<file path="src/rtl/matvec_mult_seq.sv">
// -----------------------------------------------------------------------------
// matvec_mult_seq
//
// Sequential matrix-vector multiplier (W * x) that feeds the bias-add stage of
// a feed-forward layer. The activation vector is latched on start, and one
// weight row is accepted per valid/ready handshake. Each row's dot product is
// accumulated by one serial MAC, one column per cycle. The result vector is
// presented once all active rows have been computed.
//
// Parameters
//   N     vector length / maximum row count (default `MAX_NEURONS)
//   W     signed element width
//   FRAC  fractional bits of the Q(W-FRAC).FRAC format
//
// Ports
//   clk           rising-edge clock
//   rst           synchronous active-high reset
//   start         begin an operation (sampled only while idle)
//   rows_active   rows to compute; 0 or >N means N (sampled with start)
//   vector_in     activation vector x (latched on accepted start)
//   weight_row    one weight row, columns 0..N-1
//   weight_valid  weight_row is valid
//   weight_ready  block accepts a row this cycle
//   out           registered result vector
//   out_valid     out is complete
//   out_ready     downstream has consumed out
//   busy          high whenever not idle
//
// Build option
//   MATVEC_SATURATE_EN  defined: results clamp to the W-bit signed range.
//                       undefined: results keep the low W bits (wrap).
// -----------------------------------------------------------------------------
`timescale 1ns/1ps

`ifndef MAX_NEURONS
`define MAX_NEURONS 4
`endif

module matvec_mult_seq #(
    parameter int N    = `MAX_NEURONS,
    parameter int W    = 16,
    parameter int FRAC = 8
) (
    input  logic                      clk,
    input  logic                      rst,
    input  logic                      start,
    input  logic [$clog2(N+1)-1:0]    rows_active,
    input  logic [N-1:0][W-1:0]       vector_in,
    input  logic [N-1:0][W-1:0]       weight_row,
    input  logic                      weight_valid,
    output logic                      weight_ready,
    output logic [N-1:0][W-1:0]       out,
    output logic                      out_valid,
    input  logic                      out_ready,
    output logic                      busy
);

    localparam int RW = $clog2(N+1);
    localparam int CW = (N > 1) ? $clog2(N) : 1;
    localparam int PW = 2*W;
    localparam int AW = 2*W + $clog2(N);

    localparam logic [2:0] S_IDLE  = 3'd0;
    localparam logic [2:0] S_FETCH = 3'd1;
    localparam logic [2:0] S_MAC   = 3'd2;
    localparam logic [2:0] S_WRITE = 3'd3;
    localparam logic [2:0] S_DONE  = 3'd4;

    localparam logic [RW-1:0] N_ROWS   = RW'(N);
    localparam logic [CW-1:0] COL_LAST = CW'(N-1);

    logic [2:0]              state_reg, state_next;
    logic [N-1:0][W-1:0]     x_reg;
    logic [N-1:0][W-1:0]     row_reg;
    logic [RW-1:0]           r_total_reg;
    logic [RW-1:0]           r_reg;
    logic [CW-1:0]           col_reg;
    logic signed [AW-1:0]    acc_reg;

    logic [RW-1:0]           r_eff;
    logic signed [PW-1:0]    mul_a, mul_b, prod;
    logic signed [AW-1:0]    acc_sum;
    logic [W-1:0]            result;

    // Out-of-range row counts fall back to the full matrix.
    assign r_eff = (rows_active == '0 || rows_active > N_ROWS) ? N_ROWS : rows_active;

    // Operands are sign-extended to the full product width so the multiply
    // is exact (the product of two W-bit signed values always fits in 2W).
    assign mul_a   = PW'($signed(row_reg[col_reg]));
    assign mul_b   = PW'($signed(x_reg[col_reg]));
    assign prod    = mul_a * mul_b;
    assign acc_sum = acc_reg + AW'(prod);

`ifdef MATVEC_SATURATE_EN
    localparam logic signed [AW-1:0] SAT_MAX = {{(AW-W+1){1'b0}}, {(W-1){1'b1}}};
    localparam logic signed [AW-1:0] SAT_MIN = {{(AW-W+1){1'b1}}, {(W-1){1'b0}}};

    logic signed [AW-1:0] shifted;
    assign shifted = acc_reg >>> FRAC;

    always_comb begin
        result = shifted[W-1:0];
        if (shifted > SAT_MAX) begin
            result = {1'b0, {(W-1){1'b1}}};
        end else if (shifted < SAT_MIN) begin
            result = {1'b1, {(W-1){1'b0}}};
        end
    end
`else
    // Arithmetic shift then truncation to W bits is just a bit window of acc.
    assign result = acc_reg[FRAC +: W];
`endif

    always_comb begin
        state_next = state_reg;
        case (state_reg)
            S_IDLE:  if (start)                 state_next = S_FETCH;
            S_FETCH: if (weight_valid)          state_next = S_MAC;
            S_MAC:   if (col_reg == COL_LAST)   state_next = S_WRITE;
            S_WRITE: state_next = (r_reg + RW'(1) == r_total_reg) ? S_DONE : S_FETCH;
            S_DONE:  if (out_ready)             state_next = S_IDLE;
            default: state_next = S_IDLE;
        endcase
    end

    always_ff @(posedge clk) begin
        if (rst) begin
            state_reg   <= S_IDLE;
            x_reg       <= '0;
            row_reg     <= '0;
            r_total_reg <= '0;
            r_reg       <= '0;
            col_reg     <= '0;
            acc_reg     <= '0;
        end else begin
            state_reg <= state_next;
            case (state_reg)
                S_IDLE: begin
                    if (start) begin
                        x_reg       <= vector_in;
                        r_total_reg <= r_eff;
                        r_reg       <= '0;
                    end
                end
                S_FETCH: begin
                    if (weight_valid) begin
                        row_reg <= weight_row;
                        col_reg <= '0;
                        acc_reg <= '0;
                    end
                end
                S_MAC: begin
                    acc_reg <= acc_sum;
                    if (col_reg != COL_LAST) begin
                        col_reg <= col_reg + CW'(1);
                    end
                end
                S_WRITE: begin
                    r_reg <= r_reg + RW'(1);
                end
                default: ;
            endcase
        end
    end

    // One register per result element: cleared on reset and on an accepted
    // start, loaded when its row finishes. Rows beyond R are never loaded,
    // so they remain zero.
    genvar gi;
    generate
        for (gi = 0; gi < N; gi++) begin : g_out
            logic [W-1:0] elem_reg;

            always_ff @(posedge clk) begin
                if (rst) begin
                    elem_reg <= '0;
                end else if (state_reg == S_IDLE && start) begin
                    elem_reg <= '0;
                end else if (state_reg == S_WRITE && r_reg == RW'(gi)) begin
                    elem_reg <= result;
                end
            end

            assign out[gi] = elem_reg;
        end
    endgenerate

    assign weight_ready = (state_reg == S_FETCH);
    assign out_valid    = (state_reg == S_DONE);
    assign busy         = (state_reg != S_IDLE);

endmodule
</file>
<file path="config.mk">
export PLATFORM = sky130hd
export DESIGN_NAME = matvec_mult_seq
export DESIGN_NICKNAME = d
export VERILOG_FILES = /design/src/rtl/matvec_mult_seq.sv
export SDC_FILE = /design/constraint.sdc
export NUM_CORES = 1
export LEC_CHECK = 0
export CAP_MARGIN = 20
export CORE_MARGIN = 2
export CORE_UTILIZATION = 45
export DETAILED_ROUTE_END_ITERATION = 8
export PLACE_DENSITY_LB_ADDON = 0.15
export SLEW_MARGIN = 20
export SYNTH_ARGS = -nofsm -noshare
export SYNTH_HDL_FRONTEND = slang
export SYNTH_SLANG_ARGS = --single-unit
</file>
<file path="constraint.sdc">
create_clock -name clk -period 8.1 [get_ports clk]
set_input_delay 1.215 -clock clk [delete_from_list [all_inputs] [get_ports clk]]
set_output_delay 1.215 -clock clk [all_outputs]
set_load 0.02 [all_outputs]
</file>
# Yosys cells after proc, flatten, opt, wreduce, memory -nomap -nowiden

Cells that the tools add are included.

Flip-flop bits (word level): 237
Bits of input ports: 136
Output and inout port bits: 67
Logic and storage cells: 75

Add/subtract/negate cells: 3
Multiply operators: 1
Magnitude comparators: 2
Equality and inequality tests: 15
Mux-type cells: 18
Reduce and logical (&&, ||, !) cells: 19

Operators by type and width:

| operator                                            | count |
|---|---|
| case mux 34 bit (2 select lines)                    | 1 |
| binary-select mux 16 bit (select 2 bit)             | 2 |
| adder 34 x 32 -> 34 bit                             | 1 |
| two-way mux 34 bit                                  | 1 |
| multiplier 16 x 16 -> 32 bit                        | 1 |
| two-way mux 16 bit                                  | 2 |
| two-way mux 3 bit                                   | 7 |
| case mux 3 bit (5 select lines)                     | 1 |
| equality test 3 x 2 -> 1 bit, second input constant | 4 |
| != test 2 bit, second input constant                | 5 |
| zero test 3 bit                                     | 3 |
| AND reduction 2 bit                                 | 4 |
| equality test 3 x 1 -> 1 bit, second input constant | 2 |
| case mux 3 bit (2 select lines)                     | 1 |
| logical AND 1 bit                                   | 5 |
| two-way mux 2 bit                                   | 2 |
| case mux 2 bit (2 select lines)                     | 1 |
| AND reduction 4 bit                                 | 1 |
| nonzero test 2 bit                                  | 2 |
| adder 3 x 1 -> 3 bit, second input constant         | 1 |
| equality test 3 bit                                 | 1 |
| equality test 3 bit, second input constant          | 1 |
| > comparator 3 bit, second input constant           | 1 |
| < comparator 2 x 3 -> 1 bit, second input constant  | 1 |
| other kinds (7)                                     | 7 |

# Longest topological paths before layout

Gate-level depths: netlist (run 1).

Depth after elaboration: 5
Mapped depth: 27
Depth with buffers taken out: 22

# Worst setup path before layout (run 1)

OpenSTA, ideal clock, no wires.

Path kind: flip-flop to flip-flop
Start: register col_reg[0]
End: register acc_reg[23]
Library setup time: 117 ps
Arrival time: 6,813 ps
Required time: 7,983 ps
Path slack: 1,170 ps
Stages on the path, launching flop included: 27
Path buffers: 5
Period minus slack after synthesis: 6,930 ps
Cell sequence: dfxtp_1 > buf_6 > buf_8 > buf_8 > buf_2 > mux4_2 > clkbuf_1 > and2_1 > fa_1 > inv_1 > fa_1 > fa_1 > inv_1 > fa_1 > fa_1 > inv_1 > fa_1 > inv_1 > ha_1 > a21oi_1 > o21ai_1 > a221oi_1 > o21ai_1 > a21o_1 > a311oi_1 > xnor2_1 > a22o_1

Cells in the longest elaborated chain, start to end: 5
Elaborated cells on any way between the ends: 7
Those cells by class: add/sub (1); mul (1); mux (5)

Ends and longest elaborated chain:

| element                                                    | RTL line | RTL |
|---|---|---|
| start, declared                                            | 77       | `logic [CW-1:0] col_reg;` |
| start signal, assigned                                     | 156      | `col_reg <= col_reg + CW'(1);` |
| binary-select mux 16 bit (select 2 bit) (on tied branches) | 90, 91   |  |
| two-way mux 16 bit (on tied branches)                      | 90, 91   |  |
| multiplier 16 x 16 -> 32 bit (*)                           | 92       | `assign prod = mul_a * mul_b;` |
| adder 34 x 32 -> 34 bit (*)                                | 93       | `assign acc_sum = acc_reg + AW'(prod);` |
| case mux 34 bit (2 select lines) (*)                       | 138      | `case (state_reg)` |
| end signal, assigned                                       | 154      | `acc_reg <= acc_sum;` |
| end, declared                                              | 78       | `logic signed [AW-1:0] acc_reg;` |

Every way passes the cells marked *; elsewhere a longest branch is shown, timed or not. The select of a mux whose other input is x is not followed.
A chain may end at the register's enable or synchronous reset.

# Worst setup path after layout (run 1)

Same ends and word-level chain as after synthesis.

==> qor.csv, run 1 <==
stage,metric,value,unit
outcome,status,completed,
placement,port bufs,202,
clocking,TritonCTS buffer count,25,
logic_synthesis,ranking of synthesized cells by area,"dfxtp_1 (26%), fa_1 (24%), nand2_1 (11%)",
placement,post-place setup slack,761,ps
job,Max-Cap Viols,0,
global_route,GR Util All Layers,0.238,
timing,Pins Over Slew Limit,0,
logic_synthesis,compound-cell area share of the yosys netlist,0.0898,
global_route,first-pass GRT wire length,74.1,mm
clocking,clk slew on worst S/H paths,60,ps
setup_path,WS Path Type,flip-flop to flip-flop,
timing,clock skew,14.8,ps
setup_path,crit-path cells,"mux4_1, and2_1, fa_1, inv_1, fa_1, fa_1, inv_1, fa_1, fa_1, inv_1, fa_1, inv_1, ha_1, a21oi_1, o21ai_1, a221oi_1, o21ai_1, a21o_1, a311oi_1, xnor2_1, a22o_1",
logic_synthesis,cell with the most instances after synthesis,nand2_1,
clocking,CTS HTree Levels,1,
setup_path,Top delay family on crit path,adder cells,
setup_path,"Slowest-stage cell, CP",mux4_1,
logic_synthesis,"Seq/Total Area, Yosys",0.264,
logic_synthesis,Synth top cells by count,"nand2_1 (484), inv_1 (319), dfxtp_1 (227)",
die,Starting Density,0.458,
timing,setup slack after layout,767,ps
pwr,VDD IR max,0.000130,V
pwr,Lkg Pwr,8.82,nW
clocking,Post-CTS Resized,0,
clocking,Clock Latency Late Sink,550,ps
clocking,hold_buf cts,0,
setup_path,Worst EP required,8540,ps
logic_synthesis,count of different cell masters after synthesis,50,
setup_path,crit path buf inv count,4,
logic_synthesis,largest family of logic cells by synthesized area,adder cells,
global_route,total gr overflow,0,
die,FP Rows,71,
timing,Max Fclk,136,MHz
routing,total number of vias,13454,
routing,initial DRC count,821,
layout,antenna cells,0,
routing,Via density,5.06,
logic_synthesis,number of synthesized flops with an enable pin,0,
timing,Worst Tran Pin Value,855,ps
logic_synthesis,syn_area_per_cell,8.60,um^2
logic_synthesis,ys async rst share,0,
timing,Final min period,7330,ps
logic_synthesis,Most used DFF post-synth,dfxtp_1,
setup_path,crit path max fanout,24,
logic_synthesis,Post-Syn Area,0.0172,mm^2
logic_synthesis,Syn Inst Count,2003,
clocking,TritonCTS clock tree,yes,
global_route,largest net degree at the start of global routing,86,
die,Die Y,200,um
routing,detailed-route wire length per cell,17.2,um
logic_synthesis,Syn Nets,2436,
routing,# DRC,0,
timing,Slew HR,0.430,
layout,Area Growth Syn to Fin,18.4,%
die,die area,0.0399,mm^2
placement,routability cong.,0.841,
logic_synthesis,xor/xnor share of the synthesized area,0.0251,
global_route,vias in the first global route,14123,
pwr,PwrDens,140,mW/mm^2
logic_synthesis,Post-Synth Adder-Cell Area,0.307,
layout,nets,2564,
logic_synthesis,top cell type's share of synthesized area,0.264,
timing,Setup Viol. Count Final,0,
timing,RSZ-0062 raised after global routing,false,
setup_path,Critical Path Most Common Cell,fa_1,
routing,routed wire length,45.8,mm
setup_path,Max stage delay on crit path,890,ps
setup_path,CP startpoint kind,flip-flop,
logic_synthesis,Simple-Gate Fraction of Synth Area,0.176,
logic_synthesis,mux contribution to synthesized area,0.0438,
timing,fin crit share,0.905,
layout,share of layout cells above drive strength 1,0.0409,
die,CORE AREA,0.0377,mm^2
clocking,clk sinks,227,
placement,dpl hpwl,34.9,mm
setup_path,r2r setup slk,770,ps
timing,final setup TNS,0,ps
logic_synthesis,YS warnings,0,
clocking,Post-CTS Setup Inserts,0,
die,I/O pins,203,
clocking,clock root cell,clkbuf_16,
routing,drt pass-1 iters,5,
hold_path,Tightest Hold Check Type,flip-flop to flip-flop,
die,die width,200,um
setup_path,crit path capture type,flip-flop,
timing,Final Hold Vio Count,0,
logic_synthesis,Synth Register Bits,227,
setup_path,WP data arrival,7770,ps
routing,post-route ant nets,0,
global_route,initial antenna violation count,0,
clocking,Clock Path Buffers,3,
logic_synthesis,Yosys top cell by area,dfxtp_1,
## metrics by stage
stage           util  instance area [um^2]  instances  power (mW)  hold slack, ps
4_1_cts        0.542                 20400       2660        2.87             453
2_1_floorplan      -                 17200       2003        1.51             432
5_1_grt        0.542                 20400       2660        2.97             466
6_report       0.542                 20400       2660        2.85             452
3_3_place_gp   0.519                 19500       2615        1.68             439
3_5_place_dp   0.519                 19500       2615        1.69             445
## tightest hold or removal path: cells and delay by family, from the launching register on
family / cells / cell delay (ps)
DFF: 1 / 310
and+or+nand+nor: 1 / 50
AOI/OAI and AO/OA: 1 / 50
## where the power goes
part | leakage (nW) | internal (mW) | switching (mW)
combinational | 6.56 | 0.198 | 0.278
clock | 0.422 | 0.713 | 0.476
sequential | 1.84 | 1.16 | 0.0305
## routing by layer
metal / GRT usage / part of all wire / vias up
met5: 0 / 0 / -
met4: 0.0587 / 0.023 / 0
met3: 0.0300 / 0.052 / 74
met2: 0.411 / 0.49 / 366
met1: 0.316 / 0.43 / 6586
li1: - / - / 6428
## area by class of cell
cell class,count,area (um^2)
fill,3557,17300
timing repair buffer,209,2080
multi-input combinational,1349,11100
tap,511,639
inverter,319,1200
clock inverter,10,146
sequential,227,4550
clock buffer,35,713
## cell families after synthesis
| logic type | count (synthesis) |
|---|---|
| compound gates | 278 |
| xor+xnor | 47 |
| fa+ha+maj | 297 |
| buf+inv | 427 |
| flops | 227 |
| mux | 36 |
| simple gates | 691 |
## layout by cell type, fill, tap and decap left out, drive strengths merged, types with 4 or more instances in the layout
cell | netlist | layout
a21o | 10 | 10
a21oi | 215 | 215
a22o | 10 | 10
a22oi | 15 | 15
and2 | 136 | 136
and3 | 7 | 7
buf | 10 | 8
clkbuf | 98 | 35
clkdlybuf4s50 | 0 | 201
clkinv | 0 | 5
dfxtp | 227 | 227
fa | 209 | 209
ha | 88 | 88
inv | 319 | 320
mux4 | 31 | 31
nand2 | 484 | 484
nor2 | 33 | 33
nor2b | 5 | 5
nor3 | 5 | 5
o21ai | 11 | 11
or2 | 4 | 4
xnor2 | 34 | 34
xor2 | 12 | 12
## final timing paths
check,start,end,depth (start not counted)
setup / recovery,col_reg[0]$_SDFFE_PP0P_,acc_reg[23]$_SDFFE_PP0P_,21
setup reg to reg,col_reg[0]$_SDFFE_PP0P_,acc_reg[23]$_SDFFE_PP0P_,21
hold reg to reg,x_reg[37]$_SDFFE_PP0P_,x_reg[37]$_SDFFE_PP0P_,2
hold / removal,x_reg[37]$_SDFFE_PP0P_,x_reg[37]$_SDFFE_PP0P_,2
(Power assumes the default switching activity.)
==> inputs of run 2 (changes only) <==
--- a/config.mk
+++ b/config.mk
@@ -9,7 +9,7 @@
 export CORE_MARGIN = 2
 export CORE_UTILIZATION = 45
 export DETAILED_ROUTE_END_ITERATION = 8
-export PLACE_DENSITY_LB_ADDON = 0.15
+export PLACE_DENSITY_LB_ADDON = 0.3
 export SLEW_MARGIN = 20
 export SYNTH_ARGS = -nofsm -noshare
 export SYNTH_HDL_FRONTEND = slang
==> run 2 against run 1 <==
Net effect:
- first-iteration DRC count rose by 15%
- critical path type unchanged
- die area unchanged
- global-route usage shrank 0.53 points
- sequential share of layout area about the same
- sequential cell count is the same
- largest power group unchanged
- design area fell by 0.12%
- sequential power is essentially flat
- utilization decreased by 0.066 points
- via count increased by 1.1%
==> qor.csv, run 2 (synthesized netlist as in run 1, its figures left out) <==
stage,metric,value,unit,change
hold_path,hold depth,2,,unchanged
global_route,largest net degree at the start of global routing,70,,-19%
timing,Worst Tran Pin Value,1010,ps,+152 ps
routing,# DRC,0,,unchanged
timing,final setup TNS,0,ps,unchanged
clocking,Clock Latency Late Sink,540,ps,about the same
die,I/O pins,203,,unchanged
clocking,CTS HTree Levels,1,,unchanged
job,Max-Cap Viols,0,,unchanged
clocking,Clock Path Buffers,3,,unchanged
hold_path,hold wc startpoint,row_reg[62]$_SDFFE_PP0P_,,
timing,Slew HR,0.327,,-0.104
setup_path,Worst EP required,8530,ps,about the same
setup_path,worst r2r src,col_reg[0]$_SDFFE_PP0P_,,
pwr,PwrDens,137,mW/mm^2,-2.1%
global_route,first-pass GRT wire length,72.7,mm,-1.9%
timing,Setup Viol. Count Final,0,,unchanged
layout,Layout fillers,3456,,-2.8%
timing,clock skew,15.7,ps,+0.875 ps
setup_path,WS Path Type,flip-flop to flip-flop,,
clocking,clock root cell,clkbuf_16,,
setup_path,cells on worst reg2reg path,22,,+4.8%
routing,Via density,5.10,,+0.87%
timing,setup slack after layout,789,ps,+22.6 ps
die,FP Rows,71,,unchanged
placement,post-place setup slack,822,ps,+60.7 ps
setup_path,worst reg2reg endpoint,acc_reg[22]$_SDFFE_PP0P_,,
global_route,total gr overflow,0,,unchanged
timing,Final min period,7310,ps,-22.6 ps
timing,Final Hold Vio Count,0,,unchanged
layout,most frequent cells in the layout,"nand2_1 (483), inv_1 (319), dfxtp_1 (226)",,
timing,RSZ-0062 raised after global routing,false,,
hold_path,Worst Hold Path EP,row_reg[62]$_SDFFE_PP0P_,,
setup_path,crit path capture type,flip-flop,,
placement,port bufs,202,,unchanged
layout,nets,2568,,+0.16%
die,Starting Density,0.458,,unchanged
layout,antenna cells,0,,unchanged
clocking,TritonCTS buffer count,25,,unchanged
hold_path,Tightest Hold Check Type,flip-flop to flip-flop,,
clocking,Post-CTS Resized,0,,unchanged
outcome,status,completed,,
global_route,GR Util All Layers,0.232,,-0.00527
setup_path,r2r setup slk,790,ps,+20 ps
timing,fin crit share,0.903,,-0.00279
routing,drt pass-1 iters,5,,unchanged
clocking,clk sinks,227,,unchanged
routing,post-route ant nets,0,,unchanged
placement,routability cong.,0.889,,+5.7%
setup_path,crit path max fanout,19,,-21%
setup_path,CP startpoint kind,flip-flop,,
pwr,Lkg Pwr,8.81,nW,-0.15%
timing,Pins Over Slew Limit,0,,unchanged
placement,Inst Count DP,2619,,+0.15%
die,CORE AREA,0.0377,mm^2,unchanged
timing,Max Fclk,137,MHz,+0.31%
routing,initial DRC count,944,,+15%
global_route,vias in the first global route,14209,,+0.61%
layout,Area Growth Syn to Fin,18.2,%,
die,die area,0.0399,mm^2,unchanged
layout,Register Area,0.00455,mm^2,unchanged
die,die width,200,um,unchanged
routing,routed wire length,45.0,mm,-1.8%
pwr,VDD IR max,0.000124,V,-4.5%
setup_path,WP data arrival,7740,ps,-30 ps
clocking,TritonCTS clock tree,yes,,
routing,detailed-route wire length per cell,16.9,um,-2.0%
layout,Non-Filler Instances,2665,,+0.19%
placement,dpl hpwl,34.4,mm,-1.5%
global_route,initial antenna violation count,0,,unchanged
clocking,Post-CTS Setup Inserts,0,,unchanged
clocking,clk slew on worst S/H paths,60,ps,about the same
routing,total number of vias,13597,,+1.1%
clocking,hold_buf cts,0,,unchanged
die,Die Y,200,um,unchanged
layout,"most common cell after layout, fill and taps aside",nand2_1,,
layout,share of layout cells above drive strength 1,0.0432,,+0.00223
layout,multi-input logic area,0.0111,mm^2,about the same
==> run 2: power breakdown <==
group	internal, mW	total [mW]	switching (mW)	leakage, nW
combinational	0.198	0.476	0.278	6.57
clock	0.658	1.13	0.467	0.397
sequential	1.16	1.19	0.0310	1.84
==> run 2: how the worst max path moves through the flow <==
stage	startpoint	endpoint	slack, ps	cells past startpoint
2_1_floorplan	col_reg[0]$_SDFFE_PP0P_	acc_reg[23]$_SDFFE_PP0P_	1170	26
3_3_place_gp	col_reg[0]$_SDFFE_PP0P_	acc_reg[22]$_SDFFE_PP0P_	950	22
3_5_place_dp	col_reg[0]$_SDFFE_PP0P_	acc_reg[22]$_SDFFE_PP0P_	820	22
4_1_cts	col_reg[0]$_SDFFE_PP0P_	acc_reg[23]$_SDFFE_PP0P_	820	22
5_1_grt	col_reg[0]$_SDFFE_PP0P_	acc_reg[22]$_SDFFE_PP0P_	510	22
6_report	col_reg[0]$_SDFFE_PP0P_	acc_reg[22]$_SDFFE_PP0P_	790	22
==> run 2: metal layers <==
| layer | global-route usage | wire length [um] | vias up |
|---|---|---|---|
| li1 | - | - | 6443 |
| met1 | 0.308 | 19000 | 6634 |
| met2 | 0.397 | 21900 | 432 |
| met3 | 0.0277 | 2690 | 88 |
| met4 | 0.0733 | 1420 | 0 |
| met5 | 0 | 0 | - |
==> run 2: layout make-up <==
| type | count | share of cell area |
|---|---|---|
| Tap cell | 511 | 0.0314 |
| Clock buffer | 36 | 0.0357 |
| Sequential cell | 227 | 0.223 |
| Inverter | 319 | 0.0588 |
| Clock inverter | 10 | 0.00461 |
| Timing Repair Buffer | 213 | 0.103 |
| Multi-Input combinational cell | 1349 | 0.543 |
==> run 2: metrics by stage <==
stage	power [mW]	hold WS, ps	util	instance area [um^2]
final	2.79	451	0.541	20400
after global placement	1.68	439	0.519	19500
after floorplan	1.51	432	-	17200
after global routing	2.91	469	0.541	20400
after detailed placement	1.69	445	0.519	19500
after CTS	2.81	453	0.541	20400
==> run 2: worst max-delay path, stage by stage (launching register included) <==
cell and delay [ps]:
dfxtp_2 700, buf_4 350, mux4_2 710, and2_1 250, fa_1 580, inv_1 70
fa_1 540, inv_1 50, fa_1 520, fa_1 450, fa_1 490, inv_1 40
fa_1 470, inv_1 40, ha_1 350, a21oi_1 170, nor2b_1 50, o21ai_0 190
nand2_1 120, a311o_1 420, a311oi_1 350, xnor2_1 100, a22o_1 190
==> inputs of run 3 (changes only) <==
--- a/config.mk
+++ b/config.mk
@@ -5,7 +5,6 @@
 export SDC_FILE = /design/constraint.sdc
 export NUM_CORES = 1
 export LEC_CHECK = 0
-export CAP_MARGIN = 20
 export CORE_MARGIN = 2
 export CORE_UTILIZATION = 45
 export DETAILED_ROUTE_END_ITERATION = 8
==> results of run 3 <==
No change in the layout: final DEF, timing and power equal those of run 2.
